<file path="config.mk">
export PLATFORM = sky130hd
export DESIGN_NAME = fetch_unit_legv8
export DESIGN_NICKNAME = d
export VERILOG_FILES = /design/src/rtl/fetch_unit_legv8.sv
export SDC_FILE = /design/constraint.sdc
export NUM_CORES = 1
export LEC_CHECK = 0
export CAP_MARGIN = 20
export CORE_MARGIN = 3
export CORE_UTILIZATION = 41
export DETAILED_ROUTE_END_ITERATION = 6
export GPL_ROUTABILITY_DRIVEN = 0
export PLACE_DENSITY = 0.71
export SLEW_MARGIN = 10
export SYNTH_ARGS = -nofsm -noshare
export SYNTH_HDL_FRONTEND = slang
export SYNTH_SLANG_ARGS = --single-unit
export TNS_END_PERCENT = 30
</file>
<file path="constraint.sdc">
create_clock -name clock -period 11.8 [get_ports clock]
set_clock_uncertainty 0.1 [all_clocks]
set_input_delay 1.18 -clock clock [delete_from_list [all_inputs] [get_ports clock]]
set_output_delay 1.18 -clock clock [all_outputs]
set_load 0.1 [all_outputs]
</file>
<file path="src/rtl/fetch_unit_legv8.sv">
// Fetch stage: PC/IR, req/ack fetch (>=2 cycles: request + ack); stall held while a fetch is in flight.
// Waits on imem_ack with a bounded timeout; misaligned fetches and timeouts raise a sticky fault.
module fetch_unit_legv8 #(
  parameter logic [63:0] RESET_PC = 64'h0,
  parameter int unsigned TIMEOUT  = 255
) (
  input  logic        clock,
  input  logic        reset,
  input  logic        il,
  input  logic [1:0]  ps,
  input  logic [63:0] constant,
  input  logic [63:0] reg_target,
  output logic        imem_req,
  output logic [63:0] imem_addr,
  input  logic        imem_ack,
  input  logic [31:0] imem_rdata,
  output logic [31:0] instruction,
  output logic [63:0] pc,
  output logic [63:0] pc_plus4,
  output logic        stall,
  output logic        fetch_fault
);

  typedef enum logic {
    S_IDLE = 1'b0,
    S_WAIT = 1'b1
  } state_t;

  localparam logic [7:0] CNT_LAST = 8'(TIMEOUT - 1);

  state_t      state_q, state_d;
  logic [63:0] pc_q, pc_d;
  logic [63:0] ir_pc_q, ir_pc_d;
  logic [31:0] ir_q, ir_d;
  logic [7:0]  cnt_q, cnt_d;
  logic        fault_q, fault_d;
  logic        fetch_go;
  logic [63:0] branch_target;

  // Reset also gates the request so an abandoned fetch is withdrawn immediately.
  assign fetch_go      = (state_q == S_IDLE) & il & ~fault_q & (pc_q[1:0] == 2'b00) & ~reset;
  assign branch_target = ir_pc_q + (constant << 2);

  assign imem_req    = (state_q == S_WAIT) | fetch_go;
  assign imem_addr   = pc_q;
  assign stall       = imem_req;
  assign instruction = ir_q;
  assign pc          = pc_q;
  assign pc_plus4    = ir_pc_q + 64'd4;
  assign fetch_fault = fault_q;

  always_comb begin
    state_d = state_q;
    pc_d    = pc_q;
    ir_pc_d = ir_pc_q;
    ir_d    = ir_q;
    cnt_d   = cnt_q;
    fault_d = fault_q;
    case (state_q)
      S_IDLE: begin
        if (il) begin
          // A pending load takes priority over any PC select in the same cycle.
          if (!fault_q) begin
            if (pc_q[1:0] != 2'b00) begin
              fault_d = 1'b1;
            end else begin
              state_d = S_WAIT;
              cnt_d   = 8'd0;
            end
          end
        end else begin
          case (ps)
            2'b01:   pc_d = pc_q + 64'd4;
            2'b10:   pc_d = reg_target;
            2'b11:   pc_d = branch_target;
            default: pc_d = pc_q;
          endcase
        end
      end
      S_WAIT: begin
        if (imem_ack) begin
          ir_d    = imem_rdata;
          ir_pc_d = pc_q;
          pc_d    = pc_q + 64'd4;
          cnt_d   = 8'd0;
          state_d = S_IDLE;
        end else if (cnt_q == CNT_LAST) begin
          fault_d = 1'b1;
          cnt_d   = 8'd0;
          state_d = S_IDLE;
        end else begin
          cnt_d = cnt_q + 8'd1;
        end
      end
      default: state_d = S_IDLE;
    endcase
  end

  always_ff @(posedge clock or posedge reset) begin
    if (reset) begin
      state_q <= S_IDLE;
      pc_q    <= RESET_PC;
      ir_pc_q <= RESET_PC;
      ir_q    <= 32'h0;
      cnt_q   <= 8'd0;
      fault_q <= 1'b0;
    end else begin
      state_q <= state_d;
      pc_q    <= pc_d;
      ir_pc_q <= ir_pc_d;
      ir_q    <= ir_d;
      cnt_q   <= cnt_d;
      fault_q <= fault_d;
    end
  end

endmodule

</file>
## Yosys cells after proc, flatten, opt, wreduce, memory -nomap -nowiden

Cells that the tools add are included.

- Add/sub/neg operators: 4
- Multiplexer cells: 22
- Reductions and logical operators: 6
- Bitwise logic cells: 8
- Equality and inequality tests: 12

Operators by type and width:

| operator | number |
|---|---|
| 64-bit one-hot mux with 3 select lines | 1 |
| 64-bit by 3-bit adder with 64-bit output, second input constant | 2 |
| 64-bit two-way mux | 2 |
| 64-bit one-hot mux with 2 select lines | 1 |
| 64-bit adder | 1 |
| 8-bit two-way mux | 5 |
| 8-bit one-hot mux with 2 select lines | 1 |
| 2-bit != test, second input constant | 6 |
| 1-bit two-way mux | 10 |
| 3-bit AND reduction | 3 |
| 8-bit by 1-bit adder with 8-bit output, second input constant | 1 |
| 8-bit equality test, second input constant | 1 |
| 1-bit AND | 4 |
| 2-bit equality test, second input constant | 2 |
| 4-bit by 1-bit != test with 1-bit output, second input constant | 1 |
| 1-bit one-hot mux with 2 select lines | 2 |
| 1-bit NOT | 3 |
| 2-bit by 1-bit equality test with 1-bit output, second input constant | 1 |
| 2-bit zero test | 1 |
| 2-bit by 1-bit != test with 1-bit output, second input constant | 1 |
| 2-bit AND reduction | 1 |
| 2-bit nonzero test | 1 |
| 1-bit bitwise OR | 1 |

- Register bits: 170
- Output and inout port bits: 227
- Input port bits: 166
- Word-level logic and storage cells: 58

## Logic depth before layout (Yosys ltp)

Gate-level depths: netlist (run 1).

- Word-level depth: 6
- Depth in mapped cells: 15
- Depth with buffers taken out: 14

## Least setup slack after synthesis (run 1)

OpenSTA, ideal clock, no wires.

- Path kind: input-to-output
- From: input il
- To: output stall
- Setup slack: 6505 ps
- Path buffers: 1
- Cell stages on the path: 3
- Data required time: 10520 ps
- Arrival time: 4015 ps
- Path through: nand3b_1 -> o21ai_0 -> buf_4

- Longest elaborated chain between the ends: 5

Ends and longest elaborated chain:

| element | line | source |
|---|---|---|
| from (decl) | 9 | `input logic il,` |
| 1-bit AND (4 in series) | 41 | `assign fetch_go = (state_q == S_IDLE) & il & ~fault_q & (pc_q[1:0] == 2'b00) & ~reset;` |
| 1-bit bitwise OR | 44 | `assign imem_req = (state_q == S_WAIT) \| fetch_go;` |
| to (decl) | 20 | `output logic stall,` |

Every way passes these cells.

## Worst setup path after layout (run 1)

- From: register ir_pc_q[4]
- To: output pc_plus4[61]

- Longest elaborated chain between the ends: 1

Ends and longest elaborated chain:

| element | line | source |
|---|---|---|
| from (decl) | 33 | `logic [63:0] ir_pc_q, ir_pc_d;` |
| from (signal assigned) | 110 | `ir_pc_q <= ir_pc_d;` |
| 64-bit by 3-bit adder with 64-bit output | 49 | `assign pc_plus4 = ir_pc_q + 64'd4;` |
| to (decl) | 19 | `output logic [63:0] pc_plus4,` |

Every way passes these cells.

==> reports/qor.csv, run 1 <==
metric,value,unit
DP Wirelength,37.2,mm
number of port buffers,390,
synth unique cells,79,
Syn Std Cell Area,13600,µm²
ranking of synthesized cells by area,"dfrtp_1 (31%), mux2_2 (7.1%), ha_1 (6.2%)",
critical path data required time,10.52,ns
CTS Buf Count,17,
largest fanout on the critical path,7,
final hold viol count,0,
top layer reached by signal wires,met5,
Mapped Cells,1626,
Worst setup SP type,register,
TNS Setup,0,ns
Post-Route WL,49.5,mm
Yosys top cell area share,31.3,%
Post-CTS Hold Fix Bufs,0,
crit path kind,reg2out,
largest net degree at the start of global routing,112,
design area,18100,µm²
Post-synth EDFFs,0,
per-cell routed wire length,21.0,µm
via count,14000,
Nets,2143,
Post-CTS Setup Bufs,0,
Syn Area/Cell,8.37,µm²
starting density of the core,41.7,%
clock buffer depth,2,
share of synthesized registers carrying an async set or reset,100,%
area added between synthesis and finish,32.8,%
full die area,35400,µm²
Pins Over Slew Limit,0,
post_cts resized,0,
Worst Path Arrival,4.99,ns
ANT nets after route,0,
vias in the first global route,13700,
Crit. End Element,output pin,
clock sink count,170,
DRC errors left,0,
Worst-path clk slew,0.08,ns
# IOs,393,
Synth Register Bits,170,
drt first pass iters,6,
Final period util,53.1,%
fmax,160,MHz
Synth area leader,dfrtp_1,
Avg Vias per Cell,5.91,
Slew Limit Headroom,26.9,%
CTS tree,built,
Synth Net Count,1860,
initial drt markers,1216,
routed wl met3,4.17,mm
clk_lat worst skew,0.45,ns
Met2 Wirelength,23.5,mm
# H-tree levels,4,
Worst Max-Slew Pin Slew,1.09,ns
status,completed,
layout cells sized above 1,8.12,%
Rows,66,
"commonest non-fill, non-tap cell in the layout",clkdlybuf4s50_1,
min cycle time layout,6.27,ns
Overflow after GRT,0,
worst hold path class,reg2reg,
"Seq/Total Area, Yosys",31.3,%
DP Area,17400,µm²
most frequent cells in the layout,"clkdlybuf4s50_1 (390), dfrtp_1 (170), nand2_1 (156)",
RSZ-0062 raised after global routing,no,
met1 WL,20.5,mm
initial antenna violation count,3,
core region area,32600,µm²
Setup Viol. Count Final,0,
CTS root buf,clkbuf_16,
max_cap viols,0,
first-pass GRT wire length,76.9,mm
gr usage total,27.1,%
Die H,188,µm
Synth warnings,0,
"Top FF cell, synth",dfrtp_1,
chip width,188,µm
flip-flops by register name, indices dropped and copies added (netlist names):
name         flops
ir_pc_q         64
imem_addr       64
cnt_q            8
fetch_fault      1
instruction     32
state_q          1
path summary, 6_finish.rpt:
check,from,slack (ns),end,depth (start not counted)
setup / recovery,ir_pc_q[4]$_DFFE_PP0P_,5.53,pc_plus4[61],10
hold / removal,instruction[31]$_DFFE_PP0P_,0.41,instruction[31]$_DFFE_PP0P_,1
setup reg to reg,ir_pc_q[2]$_DFFE_PP0P_,7.56,imem_addr[56]$_DFFE_PP0P_,13
hold reg to reg,instruction[31]$_DFFE_PP0P_,0.41,instruction[31]$_DFFE_PP0P_,1
max in group asynchronous,reset,8.95,imem_addr[59]$_DFFE_PP0P_,4
min in group asynchronous,reset,1.03,imem_addr[0]$_DFFE_PP0P_,2
metal layers:
| metal | GRT usage, % | up-vias |
|---|---|---|
| li1 | - | 6474 |
| met1 | 34.9 | 6702 |
| met2 | 45.2 | 714 |
| met3 | 5.93 | 88 |
| met4 | 8.83 | 4 |
| met5 | 0 | - |
critical path, stage by stage (launching register included):
cell and delay, ns:
dfrtp_1 0.51, nand3_1 0.26, nor2_1 0.50, nand4_1 0.34, nand2b_1 0.29, nor2_1 0.52, nand2_1 0.26, nor2_1 0.36
nand3_1 0.15, xnor2_1 0.17, clkdlybuf4s50_1 1.16
layout make-up:
cell class                 instances  area [µm²]
sequential                       170        4250
multi-input combinational       1272        8430
timing repair buffer             406        4040
antenna                            1        2.50
clock buffer                      17         425
inverter                          42         163
clock inverter                    15         196
tap                              442         553
fill                            2920       14600
cells in the mapped netlist (14+ instances only):
cell type	instances
nand3_1	65
xor2_1	31
nand2_1	157
a22oi_1	25
buf_4	67
nor2_1	103
ha_1	67
a31oi_1	17
a21o_1	21
o21bai_1	19
mux2_2	86
dfrtp_1	170
and2_1	14
o21ai_0	140
xnor2_1	82
and3_1	29
a21oi_1	144
inv_1	41
o21ai_1	24
nand4_1	37
nor3_1	31
clkbuf_1	63
stage by stage:
step	hold slack, ns	std cells	setup WS, ns	utilization, %
2_1_floorplan	0.357	1626	5.92	-
3_3_place_gp	0.380	2330	6.08	53.4
3_5_place_dp	0.393	2330	6.10	53.4
4_1_cts	0.410	2362	5.58	55.3
5_1_grt	0.428	2364	5.32	55.4
6_report	0.410	2365	5.53	55.4
cells by family after synthesis:
group	after synthesis	share of synthesized area, %
buf+inv	184	7.02
simple gates	505	18.1
fa+ha+maj	68	6.31
compound gates	499	22.8
mux	87	7.19
flops	170	31.3
xor+xnor	113	7.27
Power of run 1 is not shown: default switching activity piles up to over one toggle a cycle in this logic, so the estimate is an artifact.
==> run 2: changes to the inputs <==
- PLACE_DENSITY: 0.71 -> 0.73
- clock period: 11.8 -> 5 ns (I/O delays scaled with it)
==> reports/qor.csv, run 2 (synthesized netlist as in run 1, its figures left out) <==
metric,value,unit,change
status,completed,,unchanged
Crit path largest cell delay,0.47,ns,was 1.16 ns
Worst Max-Slew Pin Slew,1.06,ns,was 1.09 ns
largest fanout on the critical path,7,,unchanged
# H-tree levels,4,,unchanged
"commonest non-fill, non-tap cell in the layout",clkdlybuf4s50_1,,unchanged
first-pass GRT wire length,78.5,mm,was 76.9 mm
initial antenna violation count,2,,was 3
Rows,66,,unchanged
Worst Path Arrival,3.86,ns,was 4.99 ns
Post-Route WL,50.7,mm,was 49.5 mm
crit path kind,reg2out,,unchanged
TNS Setup,0,ns,unchanged
diode count,0,,was 1
# IOs,393,,unchanged
fmax,224,MHz,
RSZ-0062 raised after global routing,no,,unchanged
Final period util,89.2,%,
Crit. End Element,output pin,,unchanged
routed wl met3,4.61,mm,was 4.17 mm
CTS tree,built,,unchanged
largest net degree at the start of global routing,108,,was 112
area added between synthesis and finish,32.1,%,was 32.8%
layout cells sized above 1,10.5,%,was 8.12%
Worst-path clk slew,0.08,ns,about the same
Post-CTS Hold Fix Bufs,0,,unchanged
DRC errors left,0,,unchanged
clock buffer depth,2,,unchanged
Avg Vias per Cell,5.98,,was 5.91
Pins Over Slew Limit,0,,unchanged
filler instances,2988,,was 2920
"Cell Chain, Critical Path",and4_1 > nand3_1 > nor2b_1 > and2_1 > and3_1 > nor3b_1 > and2_1 > nor2b_1 > nand2_1 > xnor2_1 > buf_12,,was nand3_1 > nor2_1 > nand4_1 > nand2b_1 > nor2_1 > nand2_1 > nor2_1 > nand3_1 > xnor2_1 > clkdlybuf4s50_1
full die area,35400,µm²,unchanged
clock sink count,170,,unchanged
Die H,188,µm,unchanged
via count,14200,,was 14000
post_cts resized,0,,unchanged
Slew Limit Headroom,29.3,%,was 26.9%
top layer reached by signal wires,met5,,unchanged
vias in the first global route,14000,,was 13700
final hold viol count,0,,unchanged
Nets,2152,,was 2143
Met2 Wirelength,23.8,mm,was 23.5 mm
worst hold path class,reg2reg,,unchanged
CTS Buf Count,17,,unchanged
min cycle time layout,4.46,ns,
number of port buffers,390,,unchanged
met1 WL,20.6,mm,was 20.5 mm
Setup Viol. Count Final,0,,unchanged
initial drt markers,1279,,was 1216
most frequent cells in the layout,"clkdlybuf4s50_1 (353), dfrtp_1 (170), nand2_1 (156)",,"was clkdlybuf4s50_1 (390), dfrtp_1 (170), nand2_1 (156)"
starting density of the core,41.7,%,unchanged
DP Wirelength,37.9,mm,was 37.2 mm
Overflow after GRT,0,,unchanged
core region area,32600,µm²,unchanged
ANT nets after route,0,,unchanged
chip width,188,µm,unchanged
drt first pass iters,6,,unchanged
critical path data required time,4.40,ns,was 10.52 ns
max_cap viols,0,,unchanged
per-cell routed wire length,21.4,µm,was 21.0 µm
Post-CTS Setup Bufs,0,,unchanged
Worst setup SP type,register,,unchanged
gr usage total,27.8,%,was 27.1%
CTS root buf,clkbuf_16,,unchanged
clk_lat worst skew,0.45,ns,about the same
CP max stage cell,dfrtp_1,,was clkdlybuf4s50_1
run 2: cell count changes in the layout (fill, tap and decap cells not counted), moves of 2 or more:
cell	change
clkdlybuf4s50_1	-37
buf_4	+46
buf_12	+2
clkinv_8	-4
clkinvlp_4	+3
clkinv_2	+2
run 2: layer usage:
layer  vias to the layer above  global-route usage (%)
li1                       6482                       -
met1                      6796                    35.6
met2                       794                    46.3
met3                       121                    5.95
met4                         4                    10.2
met5                         -                       0
run 2: critical path, delay by kind of cell, from the launching register on:
family	cells	cell delay (ns)
flip-flops	1	0.47
buffers and inverters	1	0.22
AND/OR/NAND/NOR	9	2.40
XOR/XNOR	1	0.31
run 2: per-stage QoR:
step	cells	setup WS [ns]	area (µm²)	hold slack, ns	util [%]
after floorplan	1626	0.470	13600	0.357	-
after global placement	2340	0.488	17400	0.381	53.4
after detailed placement	2340	0.456	17400	0.387	53.4
after CTS	2372	0.460	18000	0.401	55.1
after global routing	2373	0.257	18000	0.419	55.1
final	2373	0.540	18000	0.399	55.1
run 2: cell type report:
type                       instances  area (µm²)  area share [%]
clock buffer                      17         425            2.37
multi-input combinational       1272        8430            46.9
clock inverter                    15         133           0.738
sequential                       170        4250            23.7
timing repair buffer             415        4020            22.4
inverter                          42         161           0.898
tap                              442         553            3.08
run 2: worst paths after layout:
kind / start / to / slack (ns) / cells past startpoint
setup / recovery: ir_pc_q[14]$_DFFE_PP0P_ / pc_plus4[58] / 0.54 / 11
hold / removal: cnt_q[4]$_DFFE_PP0P_ / cnt_q[4]$_DFFE_PP0P_ / 0.40 / 1
setup reg to reg: ir_pc_q[2]$_DFFE_PP0P_ / imem_addr[56]$_DFFE_PP0P_ / 0.93 / 14
hold reg to reg: cnt_q[4]$_DFFE_PP0P_ / cnt_q[4]$_DFFE_PP0P_ / 0.40 / 1
max in group asynchronous: reset / ir_pc_q[29]$_DFFE_PP0P_ / 3.28 / 3
min in group asynchronous: reset / ir_pc_q[3]$_DFFE_PP0P_ / 0.41 / 2
Power of run 2 is left out for the same reason.
==> run 3: changes to the inputs <==
- CELL_PAD_IN_SITES_DETAIL_PLACEMENT: unset -> 0
- CELL_PAD_IN_SITES_GLOBAL_PLACEMENT: unset -> 1
- CORE_ASPECT_RATIO: unset -> 1.1
- CORE_UTILIZATION: 41 -> 32
- PLACE_DENSITY: 0.73 -> unset
- PLACE_DENSITY_LB_ADDON: unset -> 0.1
==> reports/qor.csv, run 3 (synthesized netlist as in run 1, its figures left out) <==
metric,value,unit,change
Hold Crit Depth,1,,unchanged
Crit. End Element,output pin,,unchanged
area of the multi-input gates,8430,µm²,about the same
drt first pass iters,5,,was 6
CTS tree,built,,unchanged
status,completed,,unchanged
chip width,203,µm,was 188 µm
Crit path max-delay family,simple AND/OR/NAND/NOR gates,,unchanged
post_cts resized,0,,unchanged
DRC errors left,0,,unchanged
layout cells sized above 1,10.8,%,was 10.5%
Final period util,92.8,%,was 89.2%
per-cell routed wire length,21.9,µm,was 21.4 µm
number of port buffers,390,,unchanged
DP Wirelength,41.9,mm,was 37.9 mm
CTS Buf Count,17,,unchanged
worst hold path class,reg2reg,,unchanged
critical path data required time,4.40,ns,about the same
Worst Path Arrival,4.04,ns,was 3.86 ns
Worst setup SP type,register,,unchanged
Post-CTS Setup Bufs,0,,unchanged
most frequent cells in the layout,"clkdlybuf4s50_1 (351), dfrtp_1 (170), nand2_1 (156)",,"was clkdlybuf4s50_1 (353), dfrtp_1 (170), nand2_1 (156)"
initial antenna violation count,2,,unchanged
CP max stage cell,nor2_1,,was dfrtp_1
filler instances,4244,,was 2988
Final Worst Setup Slack,0.359,ns,was 0.540 ns
CP Depth,11,,unchanged
starting density of the core,32.7,%,was 41.7%
max_cap viols,0,,unchanged
Rows,78,,was 66
clock buffer depth,2,,unchanged
diode count,0,,unchanged
ANT nets after route,0,,unchanged
final hold viol count,0,,unchanged
CP dominant cell by count,nor2_1,,
Pins Over Slew Limit,0,,unchanged
clk_lat worst skew,0.46,ns,was 0.45 ns
crit path kind,reg2out,,unchanged
initial drt markers,789,,was 1279
RSZ-0062 raised after global routing,no,,unchanged
CP bufs+invs,1,,unchanged
CTS root buf,clkbuf_16,,unchanged
TNS Setup,0,ns,unchanged
Die H,222,µm,was 188 µm
Overflow after GRT,0,,unchanged
# H-tree levels,4,,unchanged
Nets,2157,,was 2152
core region area,41600,µm²,was 32600 µm²
Post-Place Worst Slack,0.361,ns,was 0.456 ns
min cycle time layout,4.64,ns,was 4.46 ns
Post-CTS Hold Fix Bufs,0,,unchanged
"commonest non-fill, non-tap cell in the layout",clkdlybuf4s50_1,,unchanged
clock sink count,170,,unchanged
vias in the first global route,13700,,was 14000
Worst Max-Slew Pin Slew,1.02,ns,was 1.06 ns
Worst-path clk slew,0.07,ns,was 0.08 ns
Avg Vias per Cell,5.49,,was 5.98
first-pass GRT wire length,83.3,mm,was 78.5 mm
Post-Route WL,54.8,mm,was 50.7 mm
area added between synthesis and finish,34.0,%,was 32.1%
gr usage total,23.8,%,was 27.8%
Setup Viol. Count Final,0,,unchanged
R2R depth,13,,was 14
Slew Limit Headroom,31.9,%,was 29.3%
Crit path largest cell delay,0.45,ns,was 0.47 ns
FF/Latch Area,4250,µm²,unchanged
"Cell Chain, Critical Path",and3_1 > nand3_1 > nor2_1 > nand4_1 > nand2b_1 > nor2_1 > nand2_1 > nor2_1 > nand3_1 > xnor2_1 > buf_4,,was and4_1 > nand3_1 > nor2b_1 > and2_1 > and3_1 > nor3b_1 > and2_1 > nor2b_1 > nand2_1 > xnor2_1 > buf_12
fmax,215,MHz,was 224 MHz
full die area,45000,µm²,was 35400 µm²
largest fanout on the critical path,6,,was 7
# IOs,393,,unchanged
largest net degree at the start of global routing,65,,was 108
via count,13700,,was 14200
## run 3: cell types whose count changed in the layout (fill, tap and decap cells not counted), sizes merged
cell           previous run  this run
clkdlybuf4s50           353       351
clkinv                    5         2
buf                      62        69
bufinv                    0         1
clkbuf                   17        18
inv                      48        52
clkinvlp                  4         1
## run 3: final timing paths
kind / start / endpoint / slack, ns
setup / recovery: ir_pc_q[5]$_DFFE_PP0P_ / pc_plus4[59] / 0.36
hold / removal: fetch_fault$_DFFE_PP0P_ / fetch_fault$_DFFE_PP0P_ / 0.40
setup reg to reg: ir_pc_q[2]$_DFFE_PP0P_ / imem_addr[56]$_DFFE_PP0P_ / 0.86
hold reg to reg: fetch_fault$_DFFE_PP0P_ / fetch_fault$_DFFE_PP0P_ / 0.40
max in group asynchronous: reset / imem_addr[30]$_DFFE_PP0P_ / 3.22
min in group asynchronous: reset / imem_addr[1]$_DFFE_PP0P_ / 0.48
## run 3: metrics by stage
stage | cell area [µm²] | cells | utilization (%) | hold slack [ns]
2_1_floorplan | 13600 | 1626 | - | 0.357
3_3_place_gp | 17600 | 2464 | 42.4 | 0.385
3_5_place_dp | 17600 | 2464 | 42.4 | 0.392
4_1_cts | 18200 | 2496 | 43.9 | 0.409
5_1_grt | 18200 | 2496 | 43.9 | 0.417
6_report | 18200 | 2496 | 43.9 | 0.405
## run 3: per-layer routing
layer  global-route usage (%)  wire length (µm)  vias up
li1                         -                 -     6501
met1                     30.2             23700     6734
met2                     41.2             26900      404
met3                     4.06              2670       65
met5                        0                27        -
met4                     7.62              1380        4
## run 3: area by class of cell
type                            instances  area share (%)
Tap cell                              560            3.84
Inverter                               42           0.885
Multi-Input combinational cell       1272            46.2
Sequential cell                       170            23.3
Timing Repair Buffer                  420            22.4
Clock buffer                           18            2.41
Clock inverter                         14           0.899
Power of run 3 is left out for the same reason.
